===== src/rtl/rf_wb_pkg.sv =====
// Shared constants and helpers for the register-file writeback arbiter.
// Requester indices, widths and the one-hot to index encoder live here.
package rf_wb_pkg;

   localparam int NUM_REQ   = 3;
   localparam int REQ_ALU   = 0;
   localparam int REQ_LSU   = 1;
   localparam int REQ_MDU   = 2;
   localparam int TAG_W_DEF = 2;
   localparam int ADDR_W    = 5;
   localparam int DATA_W    = 32;

   typedef logic [1:0]         req_idx_t;
   typedef logic [NUM_REQ-1:0] req_vec_t;

   // last_grant after reset: the MDU, so the ALU is served first
   localparam req_idx_t LAST_RST = req_idx_t'(REQ_MDU);

   function automatic req_idx_t oh_to_idx(input req_vec_t oh);
      req_idx_t idx;
      idx = '0;
      unique case (1'b1)
         oh[REQ_ALU]: idx = req_idx_t'(REQ_ALU);
         oh[REQ_LSU]: idx = req_idx_t'(REQ_LSU);
         oh[REQ_MDU]: idx = req_idx_t'(REQ_MDU);
         default:     idx = '0;
      endcase
      return idx;
   endfunction

endpackage


===== src/rtl/rf_wb_arbiter_if.sv =====
// Writeback bus: three requester channels, flush, one RF write port.
// master = requesters/RF side, slave = the arbiter.
interface rf_wb_arbiter_if #(
   parameter int TAG_WIDTH = rf_wb_pkg::TAG_W_DEF
);
   import rf_wb_pkg::*;

   logic                 req0_valid;
   logic                 req0_ready;
   logic [ADDR_W-1:0]    req0_addr;
   logic [TAG_WIDTH-1:0] req0_tag;
   logic [DATA_W-1:0]    req0_data;

   logic                 req1_valid;
   logic                 req1_ready;
   logic [ADDR_W-1:0]    req1_addr;
   logic [TAG_WIDTH-1:0] req1_tag;
   logic [DATA_W-1:0]    req1_data;

   logic                 req2_valid;
   logic                 req2_ready;
   logic [ADDR_W-1:0]    req2_addr;
   logic [TAG_WIDTH-1:0] req2_tag;
   logic [DATA_W-1:0]    req2_data;

   logic                 flush;

   logic                 wr_ch0_en;
   logic [ADDR_W-1:0]    wr_ch0_addr;
   logic [TAG_WIDTH-1:0] wr_ch0_tag;
   logic [DATA_W-1:0]    wr_ch0_data;

   logic                 busy;

   modport master (
      output req0_valid, req0_addr, req0_tag, req0_data,
      output req1_valid, req1_addr, req1_tag, req1_data,
      output req2_valid, req2_addr, req2_tag, req2_data,
      output flush,
      input  req0_ready, req1_ready, req2_ready,
      input  wr_ch0_en, wr_ch0_addr, wr_ch0_tag, wr_ch0_data,
      input  busy
   );

   modport slave (
      input  req0_valid, req0_addr, req0_tag, req0_data,
      input  req1_valid, req1_addr, req1_tag, req1_data,
      input  req2_valid, req2_addr, req2_tag, req2_data,
      input  flush,
      output req0_ready, req1_ready, req2_ready,
      output wr_ch0_en, wr_ch0_addr, wr_ch0_tag, wr_ch0_data,
      output busy
   );

endinterface


===== src/rtl/rf_wb_arbiter_rr_arb3.sv =====
// Three-way round-robin arbiter, purely combinational.
// Priority begins just after last_i and wraps 2 -> 0.
module rr_arb3
   import rf_wb_pkg::*;
(
   input  req_vec_t req_i,
   input  req_idx_t last_i,
   output req_vec_t grant_o
);

   // pick the first requesting bit in rotated priority order
   always_comb begin
      grant_o = '0;
      unique case (last_i)
         2'd0: begin
            if      (req_i[1]) grant_o = 3'b010;
            else if (req_i[2]) grant_o = 3'b100;
            else if (req_i[0]) grant_o = 3'b001;
         end
         2'd1: begin
            if      (req_i[2]) grant_o = 3'b100;
            else if (req_i[0]) grant_o = 3'b001;
            else if (req_i[1]) grant_o = 3'b010;
         end
         default: begin
            if      (req_i[0]) grant_o = 3'b001;
            else if (req_i[1]) grant_o = 3'b010;
            else if (req_i[2]) grant_o = 3'b100;
         end
      endcase
   end

endmodule


===== src/rtl/rf_wb_arbiter.sv =====
// Writeback arbiter: one buffer per requester, round-robin grant,
// registered single RF write port. Addr-0 writes are consumed silently.
module rf_wb_arbiter
   import rf_wb_pkg::*;
#(
   parameter int TAG_WIDTH = TAG_W_DEF
) (
   input logic           clk,
   input logic           reset_n,
   rf_wb_arbiter_if.slave bus
);

   typedef logic [TAG_WIDTH-1:0] tag_t;
   typedef logic [ADDR_W-1:0]    addr_t;
   typedef logic [DATA_W-1:0]    data_t;

   req_vec_t in_valid;
   req_vec_t in_ready;
   req_vec_t accept;
   addr_t    in_addr [NUM_REQ];
   tag_t     in_tag  [NUM_REQ];
   data_t    in_data [NUM_REQ];

   req_vec_t buf_valid_q, buf_valid_d;
   addr_t    buf_addr_q [NUM_REQ];
   addr_t    buf_addr_d [NUM_REQ];
   tag_t     buf_tag_q  [NUM_REQ];
   tag_t     buf_tag_d  [NUM_REQ];
   data_t    buf_data_q [NUM_REQ];
   data_t    buf_data_d [NUM_REQ];

   req_idx_t last_q, last_d;

   logic     out_valid_q, out_valid_d;
   addr_t    out_addr_q, out_addr_d;
   tag_t     out_tag_q, out_tag_d;
   data_t    out_data_q, out_data_d;

   req_vec_t arb_req;
   req_vec_t grant;
   req_idx_t gidx;

   // gather the named requester channels into indexable arrays
   always_comb begin
      in_valid = {bus.req2_valid, bus.req1_valid, bus.req0_valid};
      in_addr[REQ_ALU] = bus.req0_addr;
      in_addr[REQ_LSU] = bus.req1_addr;
      in_addr[REQ_MDU] = bus.req2_addr;
      in_tag[REQ_ALU]  = bus.req0_tag;
      in_tag[REQ_LSU]  = bus.req1_tag;
      in_tag[REQ_MDU]  = bus.req2_tag;
      in_data[REQ_ALU] = bus.req0_data;
      in_data[REQ_LSU] = bus.req1_data;
      in_data[REQ_MDU] = bus.req2_data;
   end

   assign arb_req = bus.flush ? '0 : buf_valid_q;

   rr_arb3 u_arb (
      .req_i   (arb_req),
      .last_i  (last_q),
      .grant_o (grant)
   );

   // a buffer being drained this cycle may be refilled at the same edge
   assign in_ready = {NUM_REQ{~bus.flush}} & (~buf_valid_q | grant);
   assign accept   = in_valid & in_ready;

   assign bus.req0_ready = in_ready[REQ_ALU];
   assign bus.req1_ready = in_ready[REQ_LSU];
   assign bus.req2_ready = in_ready[REQ_MDU];

   // next state for buffers, round-robin pointer and output stage
   always_comb begin
      gidx = oh_to_idx(grant);
      for (int k = 0; k < NUM_REQ; k++) begin
         buf_addr_d[k] = buf_addr_q[k];
         buf_tag_d[k]  = buf_tag_q[k];
         buf_data_d[k] = buf_data_q[k];
         if (bus.flush)
            buf_valid_d[k] = 1'b0;
         else if (accept[k])
            buf_valid_d[k] = 1'b1;
         else if (grant[k])
            buf_valid_d[k] = 1'b0;
         else
            buf_valid_d[k] = buf_valid_q[k];
         if (accept[k]) begin
            buf_addr_d[k] = in_addr[k];
            buf_tag_d[k]  = in_tag[k];
            buf_data_d[k] = in_data[k];
         end
      end
      last_d      = last_q;
      out_valid_d = |grant;
      out_addr_d  = out_addr_q;
      out_tag_d   = out_tag_q;
      out_data_d  = out_data_q;
      if (|grant) begin
         last_d     = gidx;
         out_addr_d = buf_addr_q[gidx];
         out_tag_d  = buf_tag_q[gidx];
         out_data_d = buf_data_q[gidx];
      end
   end

   // register all state; reset drops every in-flight entry
   always_ff @(posedge clk or negedge reset_n) begin
      if (!reset_n) begin
         buf_valid_q <= '0;
         for (int k = 0; k < NUM_REQ; k++) begin
            buf_addr_q[k] <= '0;
            buf_tag_q[k]  <= '0;
            buf_data_q[k] <= '0;
         end
         last_q      <= LAST_RST;
         out_valid_q <= 1'b0;
         out_addr_q  <= '0;
         out_tag_q   <= '0;
         out_data_q  <= '0;
      end else begin
         buf_valid_q <= buf_valid_d;
         for (int k = 0; k < NUM_REQ; k++) begin
            buf_addr_q[k] <= buf_addr_d[k];
            buf_tag_q[k]  <= buf_tag_d[k];
            buf_data_q[k] <= buf_data_d[k];
         end
         last_q      <= last_d;
         out_valid_q <= out_valid_d;
         out_addr_q  <= out_addr_d;
         out_tag_q   <= out_tag_d;
         out_data_q  <= out_data_d;
      end
   end

   assign bus.wr_ch0_en   = out_valid_q & (out_addr_q != '0);
   assign bus.wr_ch0_addr = out_addr_q;
   assign bus.wr_ch0_tag  = out_tag_q;
   assign bus.wr_ch0_data = out_data_q;
   assign bus.busy        = (|buf_valid_q) | out_valid_q;

endmodule


===== src/flat_wrapper.sv =====
// flat-port wrapper written by rule: the top's interface ports become plain ports
module rf_wb_arbiter_flat import rf_wb_pkg::*;
#(
   parameter int TAG_WIDTH = TAG_W_DEF
)
  (clk, reset_n, bus_req0_valid, bus_req0_addr, bus_req0_tag, bus_req0_data, bus_req1_valid, bus_req1_addr, bus_req1_tag, bus_req1_data, bus_req2_valid, bus_req2_addr, bus_req2_tag, bus_req2_data, bus_flush, bus_req0_ready, bus_req1_ready, bus_req2_ready, bus_wr_ch0_en, bus_wr_ch0_addr, bus_wr_ch0_tag, bus_wr_ch0_data, bus_busy);
  rf_wb_arbiter_if #(.TAG_WIDTH(TAG_WIDTH)) bus_i ();
  input logic clk;
  input logic reset_n;
  input wire logic [$bits(bus_i.req0_valid)-1:0] bus_req0_valid;
  input wire logic [$bits(bus_i.req0_addr)-1:0] bus_req0_addr;
  input wire logic [$bits(bus_i.req0_tag)-1:0] bus_req0_tag;
  input wire logic [$bits(bus_i.req0_data)-1:0] bus_req0_data;
  input wire logic [$bits(bus_i.req1_valid)-1:0] bus_req1_valid;
  input wire logic [$bits(bus_i.req1_addr)-1:0] bus_req1_addr;
  input wire logic [$bits(bus_i.req1_tag)-1:0] bus_req1_tag;
  input wire logic [$bits(bus_i.req1_data)-1:0] bus_req1_data;
  input wire logic [$bits(bus_i.req2_valid)-1:0] bus_req2_valid;
  input wire logic [$bits(bus_i.req2_addr)-1:0] bus_req2_addr;
  input wire logic [$bits(bus_i.req2_tag)-1:0] bus_req2_tag;
  input wire logic [$bits(bus_i.req2_data)-1:0] bus_req2_data;
  input wire logic [$bits(bus_i.flush)-1:0] bus_flush;
  output wire logic [$bits(bus_i.req0_ready)-1:0] bus_req0_ready;
  output wire logic [$bits(bus_i.req1_ready)-1:0] bus_req1_ready;
  output wire logic [$bits(bus_i.req2_ready)-1:0] bus_req2_ready;
  output wire logic [$bits(bus_i.wr_ch0_en)-1:0] bus_wr_ch0_en;
  output wire logic [$bits(bus_i.wr_ch0_addr)-1:0] bus_wr_ch0_addr;
  output wire logic [$bits(bus_i.wr_ch0_tag)-1:0] bus_wr_ch0_tag;
  output wire logic [$bits(bus_i.wr_ch0_data)-1:0] bus_wr_ch0_data;
  output wire logic [$bits(bus_i.busy)-1:0] bus_busy;
  assign bus_i.req0_valid = bus_req0_valid;
  assign bus_i.req0_addr = bus_req0_addr;
  assign bus_i.req0_tag = bus_req0_tag;
  assign bus_i.req0_data = bus_req0_data;
  assign bus_i.req1_valid = bus_req1_valid;
  assign bus_i.req1_addr = bus_req1_addr;
  assign bus_i.req1_tag = bus_req1_tag;
  assign bus_i.req1_data = bus_req1_data;
  assign bus_i.req2_valid = bus_req2_valid;
  assign bus_i.req2_addr = bus_req2_addr;
  assign bus_i.req2_tag = bus_req2_tag;
  assign bus_i.req2_data = bus_req2_data;
  assign bus_i.flush = bus_flush;
  assign bus_req0_ready = bus_i.req0_ready;
  assign bus_req1_ready = bus_i.req1_ready;
  assign bus_req2_ready = bus_i.req2_ready;
  assign bus_wr_ch0_en = bus_i.wr_ch0_en;
  assign bus_wr_ch0_addr = bus_i.wr_ch0_addr;
  assign bus_wr_ch0_tag = bus_i.wr_ch0_tag;
  assign bus_wr_ch0_data = bus_i.wr_ch0_data;
  assign bus_busy = bus_i.busy;
  rf_wb_arbiter #(.TAG_WIDTH(TAG_WIDTH)) u_core (.clk(clk), .reset_n(reset_n), .bus(bus_i));
endmodule

===== config.mk =====
export PLATFORM = sky130hd
export DESIGN_NAME = rf_wb_arbiter_flat
export DESIGN_NICKNAME = d
export VERILOG_FILES = /design/src/rtl/rf_wb_pkg.sv /design/src/rtl/rf_wb_arbiter_if.sv /design/src/rtl/rf_wb_arbiter_rr_arb3.sv /design/src/rtl/rf_wb_arbiter.sv /design/src/flat_wrapper.sv
export SDC_FILE = /design/constraint.sdc
export NUM_CORES = 1
export LEC_CHECK = 0
export CORE_MARGIN = 4
export CORE_UTILIZATION = 35
export CTS_BUF_LIST = sky130_fd_sc_hd__clkbuf_8
export CTS_CLUSTER_SIZE = 30
export DETAILED_ROUTE_END_ITERATION = 16
export PLACE_DENSITY_LB_ADDON = 0.15
export SYNTH_ARGS = -nofsm -noshare
export SYNTH_HDL_FRONTEND = slang
export SYNTH_SLANG_ARGS = --single-unit

===== constraint.sdc =====
create_clock -name clk -period 1.8 [get_ports clk]
set_input_delay 0.36 -clock clk [delete_from_list [all_inputs] [get_ports clk]]
set_output_delay 0.36 -clock clk [all_outputs]
set_load 0.1 [all_outputs]

# ---- Yosys cells after proc, flatten, opt, wreduce, memory -nomap -nowiden
# Index checks and enable logic that the tools add are counted.
dict set report totals {
  reg_bits 162
  in_bits 123
  elab_cells 64
}
dict set report op_classes {
  order_cmp 1
  n_eq_ne 1
  n_mux 30
  bitwise 8
  n_reduce_logical 7
}
# op n
set op_table {}
lappend op_table {{$bmux 32 s2} 1}
lappend op_table {{$mux 32} 2}
lappend op_table {{$mux 3} 7}
lappend op_table {{$bmux 5 s2} 1}
lappend op_table {{$mux 1} 10}
lappend op_table {{$mux 5} 2}
lappend op_table {{$reduce_bool 3->1} 3}
lappend op_table {{$mux 2} 4}
lappend op_table {{$and 3x3->3} 2}
lappend op_table {{$pmux 3 s2} 1}
lappend op_table {{$reduce_or 3->1} 2}
lappend op_table {{$reduce_bool 5->1} 1}
lappend op_table {{$bmux 2 s2} 1}
lappend op_table {{$pmux 2 s2} 1}
lappend op_table {{$ge 3x3->1 const B} 1}
lappend op_table {{$not 2->3} 1}
lappend op_table {{$not 3->3} 1}
lappend op_table {{$or 3x3->3} 1}
lappend op_table {{$eq 2x1->1 const B} 1}
lappend op_table {{$logic_not 2->1} 1}
lappend op_table {{$and 1x1->1} 1}
lappend op_table {{$not 1->1} 1}
lappend op_table {{$or 1x1->1} 1}

# ---- Logic depth before layout (Yosys ltp)
# Gate-level depths: netlist of the first run.
dict set report depth {
  depth_word 10
  depth_mapped 8
}

# ---- Cells and area by module
# A second synthesis of the first run with hierarchy kept.
dict set report hier_totals {
  cells_unflattened 462
  hier_area_um2 6687.7
}
# mod instances cells_per_inst area_each_um2 seq_area_each_um2
set modules_own_cells {}
lappend modules_own_cells {rf_wb_arbiter 1 455 6636.4 4055.1}
lappend modules_own_cells {rr_arb3 1 7 51.3 0.0}

# ---- Worst setup path after synthesis of the first run
# OpenSTA, ideal clock, no wires.
dict set report synth_path {
  path_kind {reg-to-reg}
  from {reg u_core.last_q[1]}
  to {reg u_core.buf_data_q[53] in the netlist's numbering}
  setup_ns 0.125
  t_arrival_ns 3.110
  setup_slack_ns -1.435
  stages_incl_launch_ff 8
  cell_sequence {dfstp_2 > nand2b_1 > a21oi_2 > a21oi_1 > nand2_1 > buf_2 > buf_6 > mux2_2}
}
dict set report synth_between {
  elab_chain_cells 5
}
# item line_no
set synth_rtl {}
lappend synth_rtl {{start, declared} rf_wb_arbiter.sv:32} ;# req_idx_t last_q, last_d;
lappend synth_rtl {{start signal, assigned} rf_wb_arbiter.sv:128} ;# last_q <= last_d;
lappend synth_rtl {{$eq 2x1->1 or $logic_not 2->1 (tied branches)} rf_wb_arbiter_rr_arb3.sv:14} ;# unique case (last_i)
lappend synth_rtl {{$pmux 3 s2 *} rf_wb_arbiter_rr_arb3.sv:14}
lappend synth_rtl {{$or 3x3->3 *} rf_wb_arbiter.sv:66} ;# assign in_ready = {NUM_REQ{~bus.flush}} & (~buf_valid_q | grant);
lappend synth_rtl {{$and 3x3->3 *} rf_wb_arbiter.sv:66}
lappend synth_rtl {{named net bus_req1_ready} flat_wrapper.sv:24} ;# output wire logic [$bits(bus_i.req1_ready)-1:0] bus_req1_ready;
lappend synth_rtl {{$and 3x3->3 *} rf_wb_arbiter.sv:67} ;# assign accept = in_valid & in_ready;
lappend synth_rtl {{end signal, assigned by index} rf_wb_arbiter.sv:126} ;# buf_data_q[k] <= buf_data_d[k];
lappend synth_rtl {{end, declared} rf_wb_arbiter.sv:29} ;# data_t buf_data_q [NUM_REQ];
# The timed path passes the listed nets; every way through them passes the cells marked *.
# A chain may end at the register's enable or synchronous reset.

# ---- Worst setup path after layout of the first run
dict set report layout_path {
  from {reg u_core.out_addr_q[4], in the netlist u_core.bus.wr_ch0_addr[4]}
  to {out bus_wr_ch0_en}
}
dict set report layout_between {
  elab_chain_cells 2
}
# item line_no
set layout_rtl {}
lappend layout_rtl {{start, declared} rf_wb_arbiter.sv:35} ;# addr_t out_addr_q, out_addr_d;
lappend layout_rtl {{start signal, assigned} rf_wb_arbiter.sv:130} ;# out_addr_q <= out_addr_d;
lappend layout_rtl {{$reduce_bool 5->1} rf_wb_arbiter.sv:136} ;# assign bus.wr_ch0_en = out_valid_q & (out_addr_q != '0);
lappend layout_rtl {{$and 1x1->1} rf_wb_arbiter.sv:136}
lappend layout_rtl {{end, declared} flat_wrapper.sv:26} ;# output wire logic [$bits(bus_i.wr_ch0_en)-1:0] bus_wr_ch0_en;
# Every way passes these cells.

==> summary.md, run 1 <==
| Metric | Value |
|---|---|
| # rows | 50 |
| CP Class | flop to output port |
| Final count of pins violating max slew | 0 |
| CTS tree | done |
| Synth top area cells | dfrtp_1, mux2_2, mux2i_1 |
| R2r setup slk | -0.34 ns |
| FF+latch count, synth | 162 |
| Failing checks | negative setup slack |
| RSZ-0062 raised after global routing | true |
| Fin Hold WS | 0.371 ns |
| Total grt overflow | 0 |
| N_diodes | 0 |
| Worst Hold Class | input pin to async pin |
| Clock Tree Buf Depth | 2 |
| I/O pin count | 167 |
| Dpl hpwl | 12900 um |
| WP data arrival | 1.81 ns |
| Clock slew at reported path FFs | 0.09 ns |
| CTS buffer count | 17 |
| Crit path time final | 2.17 ns |
| CTS Sinks | 162 |
| MaxCap Viol Count | 0 |
| CP Data Required Time | 1.44 ns |
| Gate Count Post-Synth | 508 |
| Max-slew headroom | 64.0% |
| DRC | 0 |
| Avg WL per Cell | 21.8 um |
| Synthesized area per cell | 13.4 um2 |
| Setup WS pre-CTS | -0.224 ns |
| Area grow syn2layout | 61.3% |
| Syn_nets | 631 |
| H-tree levels | 4 |
| DRT Wirelength | 21900 um |
| Ys async rst share | 100% |
| Top-count cell post-synth | dfrtp_1 |
| Max Freq | 0.460 GHz |
| RR Endpoint | u_core.buf_data_q[5] |
| Post-synth EDFFs | 0 |
| Netlist cell types | 28 |
| Gpl congestion | 0.809 |
| PnR Total Power | 13000 uW |
| Vias in the first global route | 5429 |
| First-pass GRT wire length | 30100 um |
| Routed vias/inst | 5.01 |
| DIE AREA | 21700 um2 |
| Total GRT Usage | 17.9% |
| Starting density of the core | 36.0% |
| Predominant post-synthesis flop cell | dfrtp_1 |
| Fillers | 1535 |
| Worst-Margin Slew | 0.540 ns |
| Pwr/cell area | 1180 nW/um2 |
| Final Cycle Share | 121% |
| Placed cells | 932 |
| Critical path endpoint category | output port |
| Final worst slack | -0.374 ns |
| Root Buffer | clkbuf_8 |
| Worst setup startpoint | u_core.bus.wr_ch0_addr[4] |
| Post-Syn Area | 6800 um2 |
| Post-synth top area share | 59.3% |
| Vias | 5041 |
| Status | finished, violations left |
| CP Max Fanout | 2 |
| Antenna violations before repair | 0 |
| Reg area | 4070 um2 |
| Leakage | 0.00483 uW |
| Fin nets | 856 |
| Multi-input gate area | 2900 um2 |
| Clk_lat worst skew | 0.46 ns |
| Top cells by count, synth | dfrtp_1, mux2_2, nand2_1 |
| Setup_tns | -23.45 ns |
| Fraction of the yosys area taken by sequential cells | 59.7% |
| Largest net degree at the start of global routing | 47 |
| Total iterations of the first detailed-routing run | 6 |
| Final hold vios | 0 |
| Fin cells | 1006 |
| Core area | 18900 um2 |
| Port bufs | 166 |
| CP Launch Type | flop |
| Detailed Route Iter0 Violations | 256 |
| Yosys Warn Count | 0 |
| Share of cells above drive strength 1 | 43.2% |
| Routed Antenna Nets | 0 |
| Die Ht | 147 um |
| # setup viols final | 150 |
| Chip Width | 147 um |
| R2R cell count | 11 |
| Worst VDD drop | 705 uV |
| Clock Skew | 0.0126 ns |
| Worst r2r src | u_core.last_q[1] |
| Leading area contributor after synthesis | dfrtp_1 |
## routing by layer
layer	vias up	global-route usage, %	wire (um)
li1	2280	-	-
met1	2587	22.3	9650
met2	143	30.4	10800
met3	31	5.12	999
met4	0	5.59	479
met5	-	0	0
## critical path, stage by stage, from the launching register on
cell and delay, ns:
dfrtp_2 0.43, or4_4 0.55, o21a_4 0.22, buf_12 0.16
## logic make-up after synthesis
kind of cell | after synthesis | synth area share (%)
mux | 156 | 25.1
flops | 162 | 59.7
compound gates | 53 | 5.58
buf+inv | 39 | 3.09
simple gates | 98 | 6.55
## flip-flops by register name (all words and copies together) (netlist names)
name / flops
u_core.buf_data_q: 96
u_core.bus.wr_ch0_data: 32
u_core.buf_addr_q: 15
u_core.buf_tag_q: 6
u_core.bus.wr_ch0_addr: 5
u_core.buf_valid_q: 3
u_core.bus.wr_ch0_tag: 2
u_core.last_q: 2
u_core.out_valid_q: 1
## metrics by stage
step           utilization (%)  instance area [um2]
3_5_place_dp              50.5                 9540
5_1_grt                   58.0                11000
4_1_cts                   53.8                10200
3_3_place_gp              50.5                 9540
2_1_floorplan                -                 6900
6_report                  58.0                11000
## final cells by class
class / count / share of cell area [%]
inverters: 4 / 0.137
well taps: 260 / 2.97
flip-flops and latches: 162 / 37.1
repair buffers: 241 / 29.6
clock buffers: 18 / 2.26
clock inverters: 14 / 1.49
multi-input cells: 307 / 26.5
## worst max-delay path by stage
| stage | end | slack, ns |
|---|---|---|
| 6_report | bus_wr_ch0_en | -0.37 |
| 5_1_grt | bus_req1_ready | -0.42 |
| 4_1_cts | bus_wr_ch0_en | -0.39 |
| 3_3_place_gp | u_core.bus.wr_ch0_data[27] | -0.20 |
| 2_1_floorplan | u_core.buf_data_q[30] | -0.34 |
| 3_5_place_dp | u_core.bus.wr_ch0_data[18] | -0.22 |
## report_power, final
part           switching [uW]  total [uW]  internal, uW
combinational            2910        5210          2300
clock                    1480        2780          1310
sequential                601        4980          4380
total                    4980       13000          7990
## repair_timing
item | 4_1_cts | 5_1_grt
hold buffers | 1 | 0
setup endpoints to repair | 44 | 146
gates cloned | 1 | 20
setup buffers | 10 | 14
hold endpoints to repair | 31 | 0
resized for setup | 26 | 63
pin swaps | 5 | 47
## layout by cell type, fill, tap and decap left out, types with 2 or more instances in the layout
master,netlist,routed
a21oi_1,3,2
a21oi_4,0,3
a31oi_1,3,2
buf_12,0,60
buf_4,2,23
buf_6,5,15
buf_8,0,5
bufinv_16,0,2
clkbuf_16,0,15
clkbuf_8,0,18
clkdlybuf4s50_1,0,121
clkinv_4,0,2
clkinvlp_4,0,3
dfrtp_1,161,153
dfrtp_2,0,7
inv_1,3,3
inv_6,0,6
mux2_2,116,94
mux2_4,0,23
mux2i_1,39,37
mux2i_2,0,2
nand2_1,44,39
nand2_2,0,2
nand2_8,0,3
nand2b_4,0,3
nand3_1,39,16
nand3_2,0,23
nor2_1,5,5
o211ai_1,39,39
o21ai_0,4,3
Power figures use the tool's default switching activity.
==> inputs of run 2 (changes only) <==
--- a/config.mk
+++ b/config.mk
@@ -10,6 +10,7 @@
 export CTS_BUF_LIST = sky130_fd_sc_hd__clkbuf_8
 export CTS_CLUSTER_SIZE = 30
 export DETAILED_ROUTE_END_ITERATION = 16
+export DONT_BUFFER_PORTS = 1
 export PLACE_DENSITY_LB_ADDON = 0.15
 export SYNTH_ARGS = -nofsm -noshare
 export SYNTH_HDL_FRONTEND = slang
==> run 2 against run 1 <==
Compared with the run above:
- the flow finishes with violations (negative hold slack, negative setup slack)
- clock power fell by 5%
- critical path depth grew 2
- combinational power is 20% lower
- flip-flop and latch count unchanged
- register-to-register slack better by 0.20 ns
- worst setup slack better by 0.10 ns
- largest power group is now registers
- clock-buffer cell count did not move
- non-clock buffer count down 150
- clock skew decreased by 0.00067 ns
- largest cell class unchanged
- highest routed layer is now met5
- core utilization fell by 11 points
==> summary.md, run 2 (same netlist as run 1, synthesis figures left out) <==
| Metric | Value |
|---|---|
| Final worst slack | -0.273 ns (+0.101 ns) |
| Max-slew headroom | 78.7% (+15 points) |
| Most frequent cells in the layout | dfrtp_1, mux2_2, buf_4 |
| Gpl congestion | 0.744 (-8.1%) |
| GRT busiest layer | met2 |
| RSZ-0062 raised after global routing | true |
| Avg WL per Cell | 24.2 um (+11%) |
| Fin cells | 857 (-15%) |
| Worst Hold Class | input pin to async pin |
| Final Cycle Share | 115% (-5.6 points) |
| Final count of pins violating max slew | 0 (unchanged) |
| Starting density of the core | 36.0% (unchanged) |
| I/O pin count | 167 (unchanged) |
| Reg area | 4070 um2 (unchanged) |
| Total iterations of the first detailed-routing run | 4 (-2) |
| Leakage | 0.00405 uW (-16%) |
| Crit path cell chain | nand2b_4, a21oi_4, buf_6, a21oi_4, buf_12 |
| Clk_lat worst skew | 0.45 ns (about the same) |
| Critical Path Slowest Stage Cell | dfstp_2 |
| Peak per-stage delay on the critical path | 0.57 ns (+0.02 ns) |
| Cell mode on critical path | a21oi_4 |
| Placed cells | 796 (-15%) |
| Chip Width | 147 um (unchanged) |
| Most common cell after layout, fill and taps aside | dfrtp_1 |
| Cts hold-fix bufs | 1 (unchanged) |
| First-pass GRT wire length | 28500 um (-5.4%) |
| Worst VDD drop | 608 uV (-14%) |
| Area grow syn2layout | 29.4% |
| CTS tree | done |
| Clock slew at reported path FFs | 0.09 ns (about the same) |
| Met3 Resource Use GR | 6.11% (+0.99 points) |
| Fillers | 1723 (+12%) |
| RR Endpoint | u_core.bus.wr_ch0_addr[3] |
| CP Class | flop to output port |
| Share of cells above drive strength 1 | 45.8% (+2.6 points) |
| R2R cell count | 7 (-4) |
| Multi-input gate area | 2850 um2 (-1.7%) |
| Placed cell areas | 7620 um2 (-20%) |
| Failing checks | negative hold slack, negative setup slack |
| Max reg flops | 96 (unchanged) |
| CTS buffer count | 17 (unchanged) |
| Vias | 4376 (-13%) |
| CP Data Required Time | 1.44 ns (about the same) |
| Routed vias/inst | 5.11 (+1.9%) |
| Met2 global-route usage | 30.0% (-0.39 points) |
| CP Launch Type | flop |
| # rows | 50 (unchanged) |
| Fin nets | 706 (-18%) |
| Setup_tns | -7.47 ns (+15.97 ns) |
| # setup viols final | 84 (-44%) |
| Port bufs | 0 (-100%) |
| Dpl hpwl | 11700 um (-9.8%) |
| Routed Antenna Nets | 0 (unchanged) |
| Fin Hold WS | -0.399 ns (-0.769 ns) |
| GR Layer Usage met1 | 20.5% (-1.7 points) |
| MaxCap Viol Count | 0 (unchanged) |
| Largest net degree at the start of global routing | 163 (+250%) |
| Antenna violations before repair | 2 (+2) |
| Final hold vios | 162 (+162) |
| Clock Skew | 0.0119 ns (-0.000667 ns) |
| Final instance area | 8800 um2 (-20%) |
| Die Ht | 147 um (unchanged) |
| DIE AREA | 21700 um2 (unchanged) |
| Core area | 18900 um2 (unchanged) |
| H-tree levels | 4 (unchanged) |
| DRT Wirelength | 20700 um (-5.5%) |
| WP data arrival | 1.71 ns (-0.10 ns) |
| Total grt overflow | 0 (unchanged) |
| Root Buffer | clkbuf_8 |
| Max Freq | 0.482 GHz (+4.9%) |
| Detailed Route Iter0 Violations | 203 (-21%) |
| CP Max Fanout | 3 (+1) |
| CTS Sinks | 162 (unchanged) |
| Pwr/cell area | 1310 nW/um2 (+11%) |
| Critical path endpoint category | output port |
| Worst-Margin Slew | 0.319 ns (-0.221 ns) |
| Vias in the first global route | 4764 (-12%) |
| Top reg by flops | u_core.buf_data_q |
| Crit path time final | 2.07 ns (-0.101 ns) |
| R2r setup slk | -0.14 ns (+0.20 ns) |
| Total GRT Usage | 17.3% (-0.64 points) |
| Worst r2r src | u_core.last_q[1] |
| Status | finished, violations left |
| DRC | 0 (unchanged) |
| Clock Tree Buf Depth | 2 (unchanged) |
run 2: cell count changes in the layout (fill, tap and decap cells not counted), sizes merged:
cell	delta
clkdlybuf4s50	-121
inv	-5
clkinvlp	-1
buf	-25
clkinv	+6
diode	+1
clkbuf	-4
run 2: worst max-delay path: cells and delay by family (launching register included):
kind / cells / cell delay [ns]
buffers and inverters: 2 / 0.32
AOI/OAI and AO/OA: 2 / 0.23
DFF: 1 / 0.57
and+or+nand+nor: 1 / 0.14
run 2: where the power goes:
part	internal (uW)	leakage (uW)	total, uW	switching, uW
sequential	4380	0.00192	4750	366
clock	1260	0.000200	2650	1390
combinational	1360	0.00193	4160	2800
run 2: layout make-up:
cell class / count / share of cell area [%]
inverter: 4 / 0.199
multi-input combinational: 307 / 32.4
clock inverter: 14 / 1.58
timing repair buffer: 91 / 13.0
sequential: 162 / 46.2
clock buffer: 18 / 2.82
tap: 260 / 3.70
antenna: 1 / 0.0284
run 2: worst max path at each step:
| stage | depth (start not counted) | slack (ns) | from | to |
|---|---|---|---|---|
| 2_1_floorplan | 7 | -0.34 | u_core.buf_valid_q[0] | u_core.buf_data_q[30] |
| 3_3_place_gp | 6 | -0.05 | u_core.last_q[1] | u_core.bus.wr_ch0_data[21] |
| 3_5_place_dp | 6 | -0.09 | u_core.last_q[1] | u_core.bus.wr_ch0_data[21] |
| 4_1_cts | 2 | -0.35 | u_core.bus.wr_ch0_addr[0] | bus_wr_ch0_en |
| 5_1_grt | 2 | -0.33 | u_core.bus.wr_ch0_addr[2] | bus_wr_ch0_en |
| 6_report | 5 | -0.27 | u_core.last_q[1] | bus_req1_ready |
run 2: stage by stage:
stage | setup slack (ns) | total power (uW) | util, % | hold slack (ns)
2_1_floorplan | -0.344 | 7710 | - | 0.0644
3_3_place_gp | -0.0453 | 8510 | 40.3 | 0.0705
3_5_place_dp | -0.0896 | 8590 | 40.3 | 0.0709
4_1_cts | -0.352 | 11400 | 43.6 | -0.436
5_1_grt | -0.334 | 12100 | 46.6 | -0.445
6_report | -0.273 | 11600 | 46.6 | -0.399
run 2: timing repair:
| action | CTS | global route |
|---|---|---|
| setup buffers | 8 | 3 |
| pin swaps | 7 | 9 |
| gates resized for setup | 30 | 55 |
| setup endpoints to repair | 41 | 146 |
| endpoints found under the hold margin | 165 | 162 |
| cloned | 2 | 15 |
run 2: routing by layer:
metal / wire (um) / share of wire [%]
met1: 8730 / 42
met2: 10500 / 51
met3: 1260 / 6.1
met4: 233 / 1.1
met5: 13 / 0.063
==> inputs of run 3 (changes only) <==
--- a/config.mk
+++ b/config.mk
@@ -6,7 +6,7 @@
 export NUM_CORES = 1
 export LEC_CHECK = 0
 export CORE_MARGIN = 4
-export CORE_UTILIZATION = 35
+export CORE_UTILIZATION = 59
 export CTS_BUF_LIST = sky130_fd_sc_hd__clkbuf_8
 export CTS_CLUSTER_SIZE = 30
 export DETAILED_ROUTE_END_ITERATION = 16
==> run 3 against run 2 <==
Compared with the run above:
- the flow still finishes with violations (negative hold slack, negative setup slack)
- power fell by 0.19%
- critical path depth is 3 lower
- first-iteration DRC count is 64% higher
==> summary.md, run 3 (same netlist as run 1, synthesis figures left out) <==
| Metric | Value |
|---|---|
| Worst-Margin Slew | 0.315 ns (-0.00413 ns) |
| Routed vias/inst | 6.07 (+19%) |
| Pwr/cell area | 1330 nW/um2 (+1.4%) |
| Vias in the first global route | 4654 (-2.3%) |
| Peak per-stage delay on the critical path | 0.49 ns (-0.08 ns) |
| Gpl congestion | 0.814 (+9.5%) |
| Final Cycle Share | 117% (+1.5 points) |
| DRC | 0 (unchanged) |
| Worst VDD drop | 1010 uV (+65%) |
| Cts hold-fix bufs | 2 (+1) |
| Area grow syn2layout | 27.5% |
| Detailed Route Iter0 Violations | 333 (+64%) |
| Clock Skew | 0.0130 ns (+0.00106 ns) |
| Crit path time final | 2.10 ns (+0.0275 ns) |
| Placed cell areas | 7450 um2 (-2.2%) |
| Final count of pins violating max slew | 0 (unchanged) |
| CTS Sinks | 162 (unchanged) |
| Metal3 WL | 1660 um (+32%) |
| DRT Wirelength | 18200 um (-12%) |
| Share of cells above drive strength 1 | 46.0% (+0.22 points) |
| PnR Total Power | 11500 uW (-0.19%) |
| Vias | 4514 (+3.2%) |
| Utilization after layout | 78.2% (+32 points) |
| Top reg by flops | u_core.buf_data_q |
| Clk_lat worst skew | 0.46 ns (about the same) |
| Largest net degree at the start of global routing | 163 (unchanged) |
| CP Launch Type | flop |
| Failing checks | negative hold slack, negative setup slack |
| Met2 wire length | 8940 um (-15%) |
| # rows | 38 (-24%) |
| Worst Path Buf+Inv | 0 (-2) |
| Status | finished, violations left |
| WP data arrival | 1.74 ns (+0.03 ns) |
| First-pass GRT wire length | 25100 um (-12%) |
| CTS buffer count | 17 (unchanged) |
| Multi-input gate area | 2830 um2 (-0.75%) |
| Setup WS pre-CTS | -0.0490 ns (+0.0406 ns) |
| Chip Width | 115 um (-22%) |
| Starting density of the core | 61.4% (+25 points) |
| Max reg flops | 96 (unchanged) |
| Fin Hold WS | -0.413 ns (-0.0147 ns) |
| Fin nets | 714 (+1.1%) |
| R2r setup slk | -0.15 ns (about the same) |
| Total iterations of the first detailed-routing run | 5 (+1) |
| Max-slew headroom | 78.8% (about the same) |
| Reg area | 4070 um2 (about the same) |
| Antenna violations before repair | 1 (-1) |
| Max Freq | 0.476 GHz (-1.3%) |
| I/O pin count | 167 (unchanged) |
| # setup viols final | 135 (+61%) |
| Clock slew at reported path FFs | 0.09 ns (about the same) |
| Wl on met1 | 7280 um (-17%) |
| Leakage | 0.00404 uW (-0.32%) |
| CP Class | flop to output port |
| Worst Hold Class | input pin to async pin |
| Most common cell after layout, fill and taps aside | dfrtp_1 |
| Routed Antenna Nets | 0 (unchanged) |
| MaxCap Viol Count | 0 (unchanged) |
| Critical Path Slowest Stage Cell | or4_4 |
| Total GRT Usage | 25.0% (+7.7 points) |
| Port bufs | 0 (unchanged) |
| Final worst slack | -0.300 ns (-0.0275 ns) |
| N_diodes | 0 (-1) |
| RSZ-0062 raised after global routing | true |
| Avg WL per Cell | 24.4 um (+1.2%) |
| Crit path cell chain | or4_4, o21a_4 |
| Fillers | 680 (-61%) |
| Total grt overflow | 0 (unchanged) |
| DIE AREA | 13300 um2 (-39%) |
| H-tree levels | 4 (unchanged) |
| Top layer in use | met5 |
| Cell family with most CP delay | simple AND/OR/NAND/NOR gates |
| CP Data Required Time | 1.44 ns (about the same) |
| Final hold vios | 162 (unchanged) |
| Critical path endpoint category | output port |
| Core area | 11100 um2 (-41%) |
| Root Buffer | clkbuf_8 |
| CTS tree | done |
| CP Max Fanout | 2 (-1) |
| Dpl hpwl | 10700 um (-8.4%) |
| Final instance area | 8670 um2 (-1.5%) |
| Die Ht | 115 um (-22%) |
| Clock Tree Buf Depth | 2 (unchanged) |
| Most frequent cells in the layout | dfrtp_1, mux2_2, buf_4 |
run 3: changes by cell type in the layout (fill, tap and decap cells not counted), sizes merged:
cell | before | now
buf | 79 | 86
clkinvlp | 2 | 3
clkbuf | 29 | 31
clkinv | 8 | 6
inv | 6 | 5
diode | 1 | 0
dlygate4sd3 | 1 | 2
run 3: final cells by class:
class	instances	area share, %
inverters	4	0.245
repair buffers	99	13.6
clock inverters	12	1.33
clock buffers	20	3.18
multi-input cells	307	32.7
flip-flops and latches	162	46.9
well taps	140	2.02
run 3: path summary, 6_finish.rpt:
kind | cells after the start | endpoint | start
max reg2reg | 7 | u_core.bus.wr_ch0_data[14] | u_core.last_q[1]
min reg2reg | 1 | u_core.buf_data_q[58] | u_core.buf_data_q[58]
min | 0 | u_core.buf_data_q[6] | reset_n
max in group asynchronous | 0 | u_core.bus.wr_ch0_addr[3] | reset_n
max | 2 | bus_wr_ch0_en | u_core.bus.wr_ch0_addr[0]
min in group clk | 1 | u_core.buf_data_q[30] | bus_req2_data[30]
run 3: stage by stage:
stage / cells / setup TNS [ns]
2_1_floorplan: 508 / -29.56
3_3_place_gp: 679 / 0
3_5_place_dp: 679 / -1.01
4_1_cts: 720 / -1.16
5_1_grt: 744 / -16.03
6_report: 744 / -9.52
run 3: worst register-to-register path, cell delays in order (launching register included):
cell and delay [ns]:
dfstp_2 0.57, nand2b_4 0.15, a21oi_4 0.07, buf_6 0.12, or3_4 0.43, clkbuf_16 0.20
mux2i_1 0.18, o211ai_1 0.11
run 3: per-layer routing:
layer  track usage, %  up-vias
met5                0        -
met4             6.81        2
met3             10.5       22
met2             41.4      193
met1             30.4     2304
li1                 -     1993
run 3: repair_timing:
action | CTS | global route
cloned | 0 | 16
setup buffers | 7 | 10
endpoints found under the setup margin | 63 | 125
gates resized for setup | 28 | 63
hold endpoints to repair | 165 | 162
pin swaps | 3 | 11
run 3: report_power, final:
group	switching [uW]	internal, uW	total [uW]
combinational	2800	1350	4150
clock	1300	1320	2610
sequential	391	4380	4770
total	4480	7050	11500
